[src/rtl/pixel_ram_arbiter_if.sv]
// Writer-side bus of the pixel RAM arbiter: pixel write handshake plus
// buffer swap control. master = game-logic writer, slave = arbiter.
interface pixel_ram_arbiter_if #(
  parameter int unsigned DATA_W = 12
);
  logic              wr_valid;
  logic              wr_ready;
  logic [8:0]        wr_row;
  logic [9:0]        wr_col;
  logic [DATA_W-1:0] wr_data;
  logic              swap_req;
  logic              swap_pending;
  logic              swap_done;

  modport master (
    output wr_valid, wr_row, wr_col, wr_data, swap_req,
    input  wr_ready, swap_pending, swap_done
  );

  modport slave (
    input  wr_valid, wr_row, wr_col, wr_data, swap_req,
    output wr_ready, swap_pending, swap_done
  );
endinterface

[src/rtl/pixel_ram_arbiter.sv]
// Shares the single-port double-buffered pixel RAM between VGA scan-out
// (always wins) and a FIFO-buffered pixel writer; swaps buffers at frame start.
module pixel_ram_arbiter #(
  parameter int unsigned FIFO_DEPTH = 8,
  parameter int unsigned DATA_W     = 12
) (
  input  logic                          clk,
  input  logic                          rst,
  input  logic                          vga_rdn,
  input  logic [8:0]                    vga_row,
  input  logic [9:0]                    vga_col,
  input  logic                          vga_vs,
  output logic [DATA_W-1:0]             vga_din,
  pixel_ram_arbiter_if.slave            wr_bus,
  output logic                          front,
  output logic [$clog2(FIFO_DEPTH):0]   fifo_level,
  output logic [19:0]                   ram_addr,
  output logic                          ram_we,
  output logic [DATA_W-1:0]             ram_wdata,
  input  logic [DATA_W-1:0]             ram_rdata
);

  localparam int unsigned AW = $clog2(FIFO_DEPTH);
  localparam int unsigned LW = AW + 1;

  typedef struct packed {
    logic [8:0]        row;
    logic [9:0]        col;
    logic [DATA_W-1:0] data;
  } entry_t;

  typedef enum logic {
    IDLE,
    PEND
  } swap_state_t;

  entry_t      mem [FIFO_DEPTH];
  entry_t      head_e;
  logic [AW-1:0] head;
  logic [AW-1:0] tail;
  logic [LW-1:0] level;

  swap_state_t state;
  logic        front_q;
  logic        swap_done_q;
  logic        vs_q;

  logic empty;
  logic push;
  logic pop;
  logic boundary;
  logic commit;

  // Handshake and slot decisions, all from registered state except the
  // scan-out request and vsync which are sampled live.
  assign empty    = (level == LW'(0));
  assign head_e   = mem[head];
  assign wr_bus.wr_ready = (level < LW'(FIFO_DEPTH)) && (state == IDLE) && !swap_done_q;
  assign push     = wr_bus.wr_valid && wr_bus.wr_ready;
  assign pop      = vga_rdn && !empty;
  assign boundary = vs_q && !vga_vs;
  assign commit   = (state == PEND) && boundary && empty && !pop;

  assign wr_bus.swap_pending = (state == PEND);
  assign wr_bus.swap_done    = swap_done_q;
  assign front               = front_q;
  assign fifo_level          = level;
  assign vga_din             = ram_rdata;

  // Port mux: reads own the port while rdn is low; idle slots drain the FIFO
  // into the back buffer.
  always_comb begin
    ram_we    = 1'b0;
    ram_addr  = {front_q, vga_row, vga_col};
    ram_wdata = head_e.data;
    if (pop) begin
      ram_we   = 1'b1;
      ram_addr = {~front_q, head_e.row, head_e.col};
    end
  end

  // Entry storage is not reset; occupancy is tracked by level.
  always_ff @(posedge clk) begin
    if (push) begin
      mem[tail] <= '{row: wr_bus.wr_row, col: wr_bus.wr_col, data: wr_bus.wr_data};
    end
  end

  always_ff @(posedge clk or posedge rst) begin
    if (rst) begin
      head  <= '0;
      tail  <= '0;
      level <= '0;
    end else begin
      if (push) tail <= tail + AW'(1);
      if (pop)  head <= head + AW'(1);
      case ({push, pop})
        2'b10:   level <= level + LW'(1);
        2'b01:   level <= level - LW'(1);
        default: level <= level;
      endcase
    end
  end

  // Swap FSM: a request waits for a frame boundary with the FIFO fully drained.
  always_ff @(posedge clk or posedge rst) begin
    if (rst) begin
      state       <= IDLE;
      front_q     <= 1'b0;
      swap_done_q <= 1'b0;
      vs_q        <= 1'b1;
    end else begin
      vs_q        <= vga_vs;
      swap_done_q <= 1'b0;
      case (state)
        IDLE: begin
          if (wr_bus.swap_req) state <= PEND;
        end
        PEND: begin
          if (commit) begin
            front_q     <= ~front_q;
            swap_done_q <= 1'b1;
            state       <= IDLE;
          end
        end
        default: state <= IDLE;
      endcase
    end
  end

endmodule

[src/flat_wrapper.sv]
// flat-port wrapper written by rule: the top's interface ports become plain ports
module pixel_ram_arbiter_flat 
#(
  parameter int unsigned FIFO_DEPTH = 8,
  parameter int unsigned DATA_W     = 12
)
  (clk, rst, vga_rdn, vga_row, vga_col, vga_vs, vga_din, front, fifo_level, ram_addr, ram_we, ram_wdata, ram_rdata, wr_bus_wr_valid, wr_bus_wr_row, wr_bus_wr_col, wr_bus_wr_data, wr_bus_swap_req, wr_bus_wr_ready, wr_bus_swap_pending, wr_bus_swap_done);
  pixel_ram_arbiter_if #(.DATA_W(DATA_W)) wr_bus_i ();
  input  logic clk;
  input  logic rst;
  input  logic vga_rdn;
  input  logic [8:0] vga_row;
  input  logic [9:0] vga_col;
  input  logic vga_vs;
  output logic [DATA_W-1:0] vga_din;
  output logic front;
  output logic [$clog2(FIFO_DEPTH):0] fifo_level;
  output logic [19:0] ram_addr;
  output logic ram_we;
  output logic [DATA_W-1:0] ram_wdata;
  input  logic [DATA_W-1:0] ram_rdata;
  input wire logic [$bits(wr_bus_i.wr_valid)-1:0] wr_bus_wr_valid;
  input wire logic [$bits(wr_bus_i.wr_row)-1:0] wr_bus_wr_row;
  input wire logic [$bits(wr_bus_i.wr_col)-1:0] wr_bus_wr_col;
  input wire logic [$bits(wr_bus_i.wr_data)-1:0] wr_bus_wr_data;
  input wire logic [$bits(wr_bus_i.swap_req)-1:0] wr_bus_swap_req;
  output wire logic [$bits(wr_bus_i.wr_ready)-1:0] wr_bus_wr_ready;
  output wire logic [$bits(wr_bus_i.swap_pending)-1:0] wr_bus_swap_pending;
  output wire logic [$bits(wr_bus_i.swap_done)-1:0] wr_bus_swap_done;
  assign wr_bus_i.wr_valid = wr_bus_wr_valid;
  assign wr_bus_i.wr_row = wr_bus_wr_row;
  assign wr_bus_i.wr_col = wr_bus_wr_col;
  assign wr_bus_i.wr_data = wr_bus_wr_data;
  assign wr_bus_i.swap_req = wr_bus_swap_req;
  assign wr_bus_wr_ready = wr_bus_i.wr_ready;
  assign wr_bus_swap_pending = wr_bus_i.swap_pending;
  assign wr_bus_swap_done = wr_bus_i.swap_done;
  pixel_ram_arbiter #(.FIFO_DEPTH(FIFO_DEPTH), .DATA_W(DATA_W)) u_core (.clk(clk), .rst(rst), .vga_rdn(vga_rdn), .vga_row(vga_row), .vga_col(vga_col), .vga_vs(vga_vs), .vga_din(vga_din), .wr_bus(wr_bus_i), .front(front), .fifo_level(fifo_level), .ram_addr(ram_addr), .ram_we(ram_we), .ram_wdata(ram_wdata), .ram_rdata(ram_rdata));
endmodule
[config.mk]
export PLATFORM = sky130hd
export DESIGN_NAME = pixel_ram_arbiter_flat
export DESIGN_NICKNAME = d
export VERILOG_FILES = /design/src/rtl/pixel_ram_arbiter_if.sv /design/src/rtl/pixel_ram_arbiter.sv /design/src/flat_wrapper.sv
export SDC_FILE = /design/constraint.sdc
export NUM_CORES = 1
export LEC_CHECK = 0
export ABC_AREA = 0
export CORE_UTILIZATION = 50
export CTS_BUF_LIST = sky130_fd_sc_hd__clkbuf_8
export CTS_CLUSTER_SIZE = 40
export DETAILED_ROUTE_END_ITERATION = 8
export PLACE_DENSITY = 0.79
export SYNTH_ARGS = -nofsm -noshare
export SYNTH_HDL_FRONTEND = slang
export SYNTH_SLANG_ARGS = --single-unit
export TNS_END_PERCENT = 1
[constraint.sdc]
create_clock -name clk -period 10.8 [get_ports clk]
set_input_delay 1.08 -clock clk [delete_from_list [all_inputs] [get_ports clk]]
set_output_delay 1.08 -clock clk [all_outputs]
set_load 0.1 [all_outputs]
Word level (Yosys, flattened, before mapping):

Memories as Yosys holds them, arrays and structs flattened.
Cells that the tools add are included.

* multipliers: 0
* muxes and demuxes: 10
* shift operators: 0
* add/subtract/negate cells: 4
* reductions and logical operators: 15
* equality and inequality tests: 2
* divide/modulo/power cells: 0
* bitwise operators: 2
* magnitude comparators: 1

Operators by type and width (number)
* 20-bit 2-to-1 mux: 1
* 1-bit logical AND: 8
* 4-bit one-hot mux with 2 select lines: 1
* 1-bit 2-to-1 mux: 7
* 3-bit by 1-bit adder with 3-bit output (second input constant): 2
* 4-bit by 1-bit adder with 4-bit output (second input constant): 1
* 1-bit zero test: 4
* 4-bit zero test: 1
* 4-bit less-than comparator (second input constant): 1
* 4-bit by 1-bit subtractor with 4-bit output (second input constant): 1
* 2-bit by 1-bit equality test with 1-bit output (second input constant): 1
* 2-bit equality test (second input constant): 1
* 1-bit NOT: 2
* 1-bit one-hot mux with 2 select lines: 1
* 2-bit AND reduction: 1
* 2-bit nonzero test: 1

* latch bits: 0
* bits in registers: 14
* memories: 1
* bits in read-only memories: 0
* output and inout port bits: 53
* bits in writable memories: 248

Memory list
* u_core.mem: words 8, bits a word 31, rd ports 1, clocked after Yosys merged registers in 0, write ports 1, line pixel_ram_arbiter.sv:37 `entry_t mem [FIFO_DEPTH];`

Logic depth before layout (Yosys ltp):

Gate-level depths: netlist of the first run.

* depth after elaboration: 7
* gate-level depth with buffers: 10
* gate-level depth less buffers: 9

Worst setup path before layout of the first run:

No wires, ideal clock.

* kind: reg-to-reg
* start: register u_core.level[3] (netlist: u_core.fifo_level[3])
* end: memory u_core.mem[0][0] (netlist bit) (enable)
* slack: 5.271 ns
* cell stages (with the launch flop): 5
* setup time: 0.458 ns
* arrival: 5.071 ns
* clock period less this slack: 5.529 ns
* path buffers: 0
* path through: dfrtp_1 > nor3_2 > nand2_1 > or2_1 > nor3_1

* word-level cells in the longest chain between the ends: 6

Ends and longest elaborated chain
* start, declared: line pixel_ram_arbiter.sv:41 `logic [LW-1:0] level;`
* start signal, assigned: line pixel_ram_arbiter.sv:98 `2'b10: level <= level + LW'(1);`
* start signal, assigned: line pixel_ram_arbiter.sv:99 `2'b01: level <= level - LW'(1);`
* start signal, assigned: line pixel_ram_arbiter.sv:100 `default: level <= level;`
* 4-bit less-than comparator: line pixel_ram_arbiter.sv:58 `assign wr_bus.wr_ready = (level < LW'(FIFO_DEPTH)) && (state == IDLE) && !swap_done_q;`
* 1-bit logical AND (2 in series): line pixel_ram_arbiter.sv:58
* named net wr_bus_wr_ready: line flat_wrapper.sv:27 `output wire logic [$bits(wr_bus_i.wr_ready)-1:0] wr_bus_wr_ready;`
* 1-bit logical AND: line pixel_ram_arbiter.sv:59 `assign push = wr_bus.wr_valid && wr_bus.wr_ready;`
* 1-bit 2-to-1 mux: line pixel_ram_arbiter.sv:84 `if (push) begin`
* 1-bit 2-to-1 mux (implied by the code): line pixel_ram_arbiter.sv:85 `mem[tail] <= '{row: wr_bus.wr_row, col: wr_bus.wr_col, data: wr_bus.wr_data};`
* end, declared: line pixel_ram_arbiter.sv:37

The timed path passes the listed nets, and every way through them passes these cells.

Worst setup path after layout of the first run:

* start: register u_core.head[0]
* end: output ram_addr[14]

* word-level cells in the longest chain between the ends: 2

Ends and longest elaborated chain
* start, declared: line pixel_ram_arbiter.sv:39 `logic [AW-1:0] head;`
* start signal, assigned: line pixel_ram_arbiter.sv:96 `if (pop) head <= head + AW'(1);`
* memory 8 x 31 bit
* 20-bit 2-to-1 mux: line pixel_ram_arbiter.sv:76 `if (pop) begin`
* end, declared: line flat_wrapper.sv:18 `output logic [19:0] ram_addr;`

No other way between the ends.

==> summary.txt, run 1 <==
Worst setup path
  – Critical Path End Type: output port
  – Worst endpoint required time: 9720 ps
  – Highest net fanout along the worst path: 64
  – Cells along the critical path: buf_4 > mux2_2 > o22ai_1 > a221o_1 > o21ai_1 > clkdlybuf4s50_1
  – Family of cells with the greatest summed delay on the critical path: buffers and inverters
  – Master of the slowest instance on the critical path: clkdlybuf4s50_1
  – Slowest stage delay, CP: 1150 ps
  – Critical path buffer and inverter count: 2
  – Kind of critical path: reg2out
  – Data arrival time of the critical path: 4310 ps
  – Setup crit start kind: register

Logic synthesis
  – Share of flip-flops with an asynchronous set or reset after synthesis: 5.344%
  – Count of flip-flops with a built-in enable after synthesis: 248
  – Syn avg cell area: about 19 um^2
  – Cell variety after synth: 38
  – Primary FF master, synth: edfxtp_1
  – Net Count, Synth: 620
  – Number of synthesized register bits: 262
  – Post-synthesis instance area: between 0.01 and 0.015 mm^2
  – Number of warning messages in the yosys log: 0
  – Post-synthesis sequential area ratio: 74.61%
  – Post-synthesis cell count: 547

Clock network
  – CTS tree: done
  – Latest clock arrival within the worst-skew pair: slightly above 500 ps
  – Post-CTS setup buffer count: 0
  – Total of cells resized after clock tree synthesis: 0
  – Root cell of the clock tree: clkbuf_8
  – Cts bufs inserted: 39
  – # hold bufs at CTS: 0
  – H-tree level count: 2
  – Clock slew at the register clock pins of the worst setup and hold paths: 60 ps
  – Number of clock sinks: around 260
  – Number of buffers between clock root and the deepest sink: 3

Global route
  – Global-route wire length before repair: 30860 um
  – GR Overflow Total: 0
  – Pin count of the biggest net entering global routing: 65
  – Aggregate global-route resource usage: around 19%
  – Number of antenna violations at the first check in global routing: 0
  – Number of global-route vias before repair: 5643

Layout
  – Final net count: about 730
  – N_diodes: 0
  – Proportion of layout cells with a drive suffix above 1: 22.40%
  – Final Instance Area: 0.01232 mm^2
  – Most frequent cells in the layout: 248 x edfxtp_1, 96 x clkdlybuf4s50_1, 53 x mux2_2
  – Most common library cell in the layout ignoring fill and taps: edfxtp_1
  – Synthesis-to-finish area growth: 17.84%

Route
  – Detail-routed via count per cell: 5.569
  – Wire length after detailed routing: 20080 um
  – First-pass iteration count of the detailed router: 5
  – Detail Route Antenna Nets: 0
  – Count of unresolved DRC violations after routing: 0
  – Violation count after the first detailed-routing iteration: 376
  – Total via count in the routed design: 5307
  – Wirelength per Cell: 21.07 um

Floorplanning
  – Number of cell rows: 52
  – Effective utilization at floorplan: 51.33%
  – Die H: 146.6 um
  – Number of I/O pins: 121
  – Area inside the core boundary: 0.02036 mm^2
  – X dimension of the die: 146.6 um
  – Die Outline Area: 0.02149 mm^2

Pwr
  – Maximum ir drop on the vdd rail: 0.0001998 V
  – Static leakage: 4.107 nW
  – Design Power: 3.327 mW
  – Power Dens Cells: 270.2 mW/mm^2

STA
  – Final period demand of the worst path: around 5400 ps
  – Final setup violation count: 0
  – Setup TNS: 0 ps
  – Final Max Tran Viols: 0
  – Final number of hold-violating endpoints: 0
  – WHS: 525.7 ps
  – Crit share post-route: between 40 and 50%
  – Max-slew headroom: a little under a fifth
  – Achievable Freq: 0.1855 GHz
  – Unrepaired setup endpoints after global routing: no
  – Layout Skew: around 20 ps
  – Measured slew at the worst slew-check pin: around 1200 ps

Placed design
  – Post-DP HPWL: 11600 um
  – Instance area at placement: 0.01161 mm^2
  – Placer's final routability congestion estimate: 0.7042
  – Number of I/O port buffers: 96

Min path
  – Class of the worst hold path: reg2reg

Run status
  – Result of the run: finished clean

Flow run
  – Max_cap viols: 0
## area by class of cell
class                      count  area (um^2)
tap                          270        337.8
timing repair buffer         107         1044
multi-input combinational    244         2420
inverter                       2        7.507
sequential                   262         7802
clock buffer                  41        564.3
fill                        1410         8048
clock inverter                27        141.4
## Yosys cell counts, drive strengths merged (9+ instances only)
master | instances | share of area [%]
edfxtp | 248 | 71
mux2 | 53 | 5.7
mux2i | 38 | 3.6
buf | 34 | 2.5
nand2 | 29 | 1.0
mux4 | 24 | 5.2
o21ai | 19 | 0.91
dfrtp | 13 | 3.1
a221o | 10 | 0.96
nor2 | 10 | 0.38
o22ai | 10 | 0.60
a22oi | 9 | 0.65
o221ai | 9 | 0.75
## worst paths after layout
kind / end / cells past startpoint / start / slack, ps
max: ram_addr[14] / 6 / u_core.head[0] / 5410
min: u_core.front / 1 / u_core.front / 530
max reg2reg: u_core.fifo_level[2] / 9 / u_core.fifo_level[1] / 7420
min reg2reg: u_core.front / 1 / u_core.front / 530
max in group asynchronous: u_core.head[0] / 2 / rst / 9390
min in group asynchronous: u_core.head[1] / 2 / rst / 970
## cells by family after synthesis
group,Yosys count,share of synthesized area (%)
AO/OA/AOI/OAI,61,4.345
XOR/XNOR,10,0.8379
adder cells (fa/ha/maj),5,0.5985
buffers and inverters,41,2.789
flip-flops,262,74.61
multiplexers,115,14.52
AND/OR/NAND/NOR,53,2.298
## state kept, by name, indices dropped and copies added (netlist names)
register                    flops
u_core.wr_bus.swap_pending      1
u_core.head                     3
u_core.tail                     3
u_core.fifo_level               4
u_core.wr_bus.swap_done         1
u_core.mem                    248
u_core.vs_q                     1
u_core.front                    1
## report_power, final
| part | switching [mW] | total, mW | internal, mW |
|---|---|---|---|
| Combinational | 0.927 | 1.38 | 0.451 |
| Sequential | 0.0888 | 1.23 | 1.14 |
| Clock | 0.345 | 0.722 | 0.376 |
| Total | 1.36 | 3.33 | 1.97 |
## worst reg2reg max path: cells and delay by family (launching register included)
family                     cells  cell delay [ps]
AOI/OAI and AO/OA              2             1290
adders and majority gates      2              570
and+or+nand+nor                1               70
buffers and inverters          1              330
DFF                            1              490
xor gates and xnor gates       3              500
## per-layer routing
metal / part of all wire, % / up-vias / track usage [%]
li1: - / 2409 / -
met1: 41 / 2677 / 24.17
met2: 52 / 185 / 33.36
met3: 5.3 / 36 / 3.781
met4: 1.7 / 0 / 6.406
met5: 0 / - / 0
## per-stage QoR
step | worst slack, ps | std cells | util [%]
4_1_cts | 5333 | 953 | 60.48
2_1_floorplan | 5271 | 547 | -
3_3_place_gp | 5962 | 885 | 57.02
3_5_place_dp | 5895 | 885 | 57.02
5_1_grt | 5176 | 953 | 60.48
6_report | 5410 | 953 | 60.48
Power figures use the tool's default switching activity.
==> run 2: changes to the inputs <==
--- a/config.mk
+++ b/config.mk
@@ -10,7 +10,7 @@
 export CTS_BUF_LIST = sky130_fd_sc_hd__clkbuf_8
 export CTS_CLUSTER_SIZE = 40
 export DETAILED_ROUTE_END_ITERATION = 8
-export PLACE_DENSITY = 0.79
+export PLACE_DENSITY = 0.82
 export SYNTH_ARGS = -nofsm -noshare
 export SYNTH_HDL_FRONTEND = slang
 export SYNTH_SLANG_ARGS = --single-unit
==> constraint.sdc (replaced) <==
create_clock -name clk -period 4.93 [get_ports clk]
set_input_delay 0.493 -clock clk [delete_from_list [all_inputs] [get_ports clk]]
set_output_delay 0.493 -clock clk [all_outputs]
set_load 0.1 [all_outputs]
==> summary.txt, run 2 (synthesized netlist as in run 1, its figures left out) <==
Route
  – Wire length after detailed routing: about 21000 um
  – First-pass iteration count of the detailed router: 5
  – Total via count in the routed design: 5375
  – Violation count after the first detailed-routing iteration: 439
  – Detail-routed via count per cell: about 5.6
  – Count of unresolved DRC violations after routing: 0
  – Detail Route Antenna Nets: 0
  – Wirelength per Cell: ~22 um

Pwr
  – Maximum ir drop on the vdd rail: around 0.00038 V
  – Design Power: 7.553 mW
  – Static leakage: roughly 4.2 nW
  – Power Dens Cells: about 610 mW/mm^2

Placed design
  – Placed insts: slightly below 900
  – Setup slack at placement: 1760 ps
  – Placer's final routability congestion estimate: 0.7371
  – Number of I/O port buffers: 96
  – Post-DP HPWL: around 11000 um
  – Instance area at placement: 0.01155 mm^2

STA
  – Max-slew headroom: 20.51%
  – Crit share post-route: 76.25%
  – Final number of hold-violating endpoints: 0
  – Layout Skew: 19.96 ps
  – Unrepaired setup endpoints after global routing: no
  – Setup TNS: 0 ps
  – Final Max Tran Viols: 0
  – Final setup violation count: 0
  – Measured slew at the worst slew-check pin: 1189 ps
  – Worst-case setup margin in the final layout: 1171 ps
  – Achievable Freq: 0.2660 GHz
  – Final period demand of the worst path: approximately 3800 ps

Min path
  – Class of the worst hold path: in2async

Worst setup path
  – Master of the slowest instance on the critical path: nand2b_1
  – Family of cells with the greatest summed delay on the critical path: simple AND/OR/NAND/NOR gates
  – Critical Path End Type: output port
  – Cells along the critical path: nand2b_1 > o22ai_1 > a221o_1 > o21ai_1 > buf_4
  – Data arrival time of the critical path: 3270 ps
  – Critical path buffer and inverter count: 1
  – Highest net fanout along the worst path: 19
  – Crit path depth: 5
  – Setup crit start kind: register
  – Register-to-Register Path Depth: 4
  – Worst endpoint required time: 4440 ps
  – Slowest stage delay, CP: 940 ps
  – Kind of critical path: reg2out

Global route
  – GR Overflow Total: 0
  – Aggregate global-route resource usage: 19.56%
  – Pin count of the biggest net entering global routing: 42
  – Number of global-route vias before repair: 5654
  – Global-route wire length before repair: 31480 um
  – Number of antenna violations at the first check in global routing: 2

Run status
  – Result of the run: finished clean

Clock network
  – Clock slew at the register clock pins of the worst setup and hold paths: 60 ps
  – Root cell of the clock tree: clkbuf_8
  – Number of clock sinks: 262
  – # hold bufs at CTS: 0
  – H-tree level count: 2
  – Number of buffers between clock root and the deepest sink: 3
  – Latest clock arrival within the worst-skew pair: 540 ps
  – CTS tree: done
  – Post-CTS setup buffer count: 0
  – Cts bufs inserted: 41
  – Total of cells resized after clock tree synthesis: 0

Floorplanning
  – Die H: approximately 150 um
  – X dimension of the die: approximately 150 um
  – Number of cell rows: 52
  – Number of I/O pins: 121
  – Effective utilization at floorplan: 51.33%
  – Die Outline Area: between 0.02 and 0.025 mm^2
  – Area inside the core boundary: 0.02036 mm^2

Layout
  – Most common library cell in the layout ignoring fill and taps: edfxtp_1
  – Most frequent cells in the layout: 248 x edfxtp_1, 77 x clkdlybuf4s50_1, 53 x mux2_2
  – Final net count: between 700 and 800
  – N_diodes: 0
  – Final Instance Area: between 0.01 and 0.015 mm^2
  – Synthesis-to-finish area growth: 18.49%
  – Number of fill cells in the layout: 1407
  – Proportion of layout cells with a drive suffix above 1: 25.26%
  – Reg with most FFs: u_core.mem
  – Final cell count without fillers: ~960
  – Number of flip-flops in the largest register: 248

Flow run
  – Max_cap viols: 0
run 2: changes by cell type in the layout (fill, tap and decap cells not counted), sizes merged:
cell,change
buf,+16
bufinv,+4
clkdlybuf4s50,-19
clkinv,-3
clkinvlp,+1
inv,+3
run 2: stage by stage:
stage	util [%]	hold WS [ps]
CTS	60.82	335.8
floorplan	-	381.5
global route	60.82	348.2
detailed placement	56.70	507.0
global placement	56.70	495.5
finish	60.82	321.4
run 2: final timing paths:
path	from	to	slack [ps]
min in group clk	vga_vs	u_core.vs_q	410
hold reg to reg	u_core.front	u_core.front	510
setup reg to reg	u_core.fifo_level[3]	u_core.mem[6][5]	2080
max in group asynchronous	rst	u_core.head[0]	4190
setup / recovery	u_core.head[2]	ram_addr[3]	1170
hold / removal	rst	u_core.head[0]	320
run 2: final cells by class:
class	count	area [um^2]	share of cell area [%]
Clock buffer	41	564.3	4.556
Clock inverter	32	274.0	2.212
Inverter	2	7.507	0.06061
Multi-Input combinational cell	244	2426	19.59
Sequential cell	262	7802	63.00
Tap cell	270	337.8	2.728
Timing Repair Buffer	104	973.4	7.859
run 2: metal layers:
layer | up-vias | track usage, % | part of all wire (%)
met5 | - | 0 | 0.063
met4 | 2 | 6.719 | 1.8
met3 | 41 | 4.500 | 6.3
met2 | 218 | 33.25 | 52
met1 | 2704 | 24.71 | 40
li1 | 2410 | - | -
run 2: power breakdown:
| part | total (mW) | internal, mW | leakage [nW] | switching (mW) |
|---|---|---|---|---|
| combinational | 3.01 | 0.960 | 1.32 | 2.05 |
| sequential | 2.68 | 2.50 | 2.39 | 0.180 |
| clock | 1.86 | 1.05 | 0.454 | 0.817 |
| total | 7.55 | 4.50 | 4.17 | 3.05 |
==> run 3: changes to the inputs <==
--- a/config.mk
+++ b/config.mk
@@ -10,7 +10,7 @@
 export CTS_BUF_LIST = sky130_fd_sc_hd__clkbuf_8
 export CTS_CLUSTER_SIZE = 40
 export DETAILED_ROUTE_END_ITERATION = 8
-export PLACE_DENSITY = 0.82
+export PLACE_DENSITY = 0.79
 export SYNTH_ARGS = -nofsm -noshare
 export SYNTH_HDL_FRONTEND = slang
 export SYNTH_SLANG_ARGS = --single-unit
==> constraint.sdc (replaced) <==
create_clock -name clk -period 3.7 [get_ports clk]
set_input_delay 0.37 -clock clk [delete_from_list [all_inputs] [get_ports clk]]
set_output_delay 0.37 -clock clk [all_outputs]
set_load 0.1 [all_outputs]
==> summary.txt, run 3 (synthesized netlist as in run 1, its figures left out) <==
Placed design
  – Post-DP HPWL: 12610 um
  – Number of I/O port buffers: 96
  – Setup slack at placement: 516.9 ps
  – Placer's final routability congestion estimate: 0.7957
  – Placed insts: 890
  – Instance area at placement: 0.01184 mm^2

Route
  – First-pass iteration count of the detailed router: 5
  – Detail Route Antenna Nets: 0
  – Wirelength per Cell: ~21 um
  – Total via count in the routed design: 5461
  – Violation count after the first detailed-routing iteration: 493
  – Wire length after detailed routing: 20570 um
  – Detail-routed via count per cell: between 5 and 6
  – Count of unresolved DRC violations after routing: 0

Global route
  – Number of antenna violations at the first check in global routing: 0
  – Pin count of the biggest net entering global routing: 52
  – GR Overflow Total: 0
  – Global-route wire length before repair: 32300 um
  – Number of global-route vias before repair: 5849
  – Aggregate global-route resource usage: 19.70%

STA
  – Layout Skew: 10.10 ps
  – Unrepaired setup endpoints after global routing: no
  – Final Max Tran Viols: 0
  – Measured slew at the worst slew-check pin: 1100 ps
  – WHS: 209.8 ps
  – Achievable Freq: 0.2898 GHz
  – Final period demand of the worst path: 3450 ps
  – Setup TNS: 0 ps
  – Max-slew headroom: 26.39%
  – Final setup violation count: 0
  – Final number of hold-violating endpoints: 0
  – Crit share post-route: 93.26%
  – Worst-case setup margin in the final layout: approximately 250 ps

Floorplanning
  – Die H: 146.6 um
  – Number of I/O pins: between 100 and 150
  – Area inside the core boundary: 0.02036 mm^2
  – Die Outline Area: around 0.021 mm^2
  – Effective utilization at floorplan: 51.33%
  – X dimension of the die: 146.6 um
  – Number of cell rows: 52

Clock network
  – Total of cells resized after clock tree synthesis: 0
  – H-tree level count: 2
  – Number of buffers between clock root and the deepest sink: 3
  – Clock slew at the register clock pins of the worst setup and hold paths: approximately 60 ps
  – Root cell of the clock tree: clkbuf_8
  – CTS tree: done
  – Latest clock arrival within the worst-skew pair: roughly 520 ps
  – # hold bufs at CTS: 0
  – Post-CTS setup buffer count: 0
  – Cts bufs inserted: 42
  – Number of clock sinks: 262

Layout
  – Synthesis-to-finish area growth: 20.25%
  – N_diodes: 0
  – Proportion of layout cells with a drive suffix above 1: 27.16%
  – Final net count: about 740
  – Final Instance Area: about 0.013 mm^2
  – Most frequent cells in the layout: 248 x edfxtp_1, 63 x clkdlybuf4s50_1, 53 x mux2_2
  – Most common library cell in the layout ignoring fill and taps: edfxtp_1
  – Final cell count without fillers: 966
  – Number of flip-flops in the largest register: 248
  – Reg with most FFs: u_core.mem
  – Final Util: approximately three fifths

Pwr
  – Clock network fraction of design power: 21.3%
  – Power Dens Cells: 798.1 mW/mm^2
  – Fraction of power spent switching nets: just over 40%
  – Comb power frac: 43.0%
  – Internal Pwr Total: just under 6 mW
  – Sequential Power Share: a little over a third
  – Maximum ir drop on the vdd rail: 0.0005771 V
  – Net Sw Power: 4.103 mW
  – Design Power: 10.03 mW
  – Static leakage: 4.288 nW

Worst setup path
  – Critical Path End Type: output port
  – Highest net fanout along the worst path: 19
  – Kind of critical path: reg2out
  – Setup crit start kind: register
  – Worst endpoint required time: 3330 ps
  – Data arrival time of the critical path: 3080 ps

Flow run
  – Max_cap viols: 0

Run status
  – Result of the run: finished clean

Min path
  – Class of the worst hold path: in2async
-- run 3: final timing paths --
path                                            from                   end  slack (ps)  depth (start not counted)
min in group clk                              vga_vs           u_core.vs_q         290                          1
worst max-delay path                  u_core.head[1]          ram_addr[13]         250                          5
worst max register to register  u_core.fifo_level[1]  u_core.fifo_level[2]         480                          9
worst min register to register          u_core.front          u_core.front         510                          1
max in group asynchronous                        rst        u_core.head[0]        3060                          2
worst min-delay path                             rst  u_core.fifo_level[3]         210                          2
-- run 3: cell type report --
cell class              count  area [um^2]
flip-flops and latches    262         7802
well taps                 270        337.8
fillers                  1380         7795
inverters                   2        7.507
clock buffers              44        605.6
repair buffers            112         1249
multi-input cells         244         2439
clock inverters            32        128.9
-- run 3: power groups by stage --
stage | Combinational (mW) | Sequential, mW | Clock [mW]
final | 4.31 | 3.58 | 2.13
after global routing | 4.48 | 3.61 | 2.33
after CTS | 4.34 | 3.59 | 2.18
after detailed placement | 4.33 | 3.65 | 0
after global placement | 4.26 | 3.63 | 0
after floorplan | 3.25 | 3.68 | 0
-- run 3: routing by layer --
metal / part of all wire [%] / wire (um) / GRT usage (%)
met1: 42 / 8536 / 25.97
met2: 50 / 10280 / 32.89
met3: 6.5 / 1343 / 3.688
met4: 2.0 / 411 / 6.927
met5: 0 / 0 / 0
-- run 3: worst max-delay path, cell delays in order, from the launching register on --
cell and delay, ps:
dfrtp_1 790, nand2_1 760, o22ai_1 450, a221o_1 200, o21ai_1 110, buf_12 240
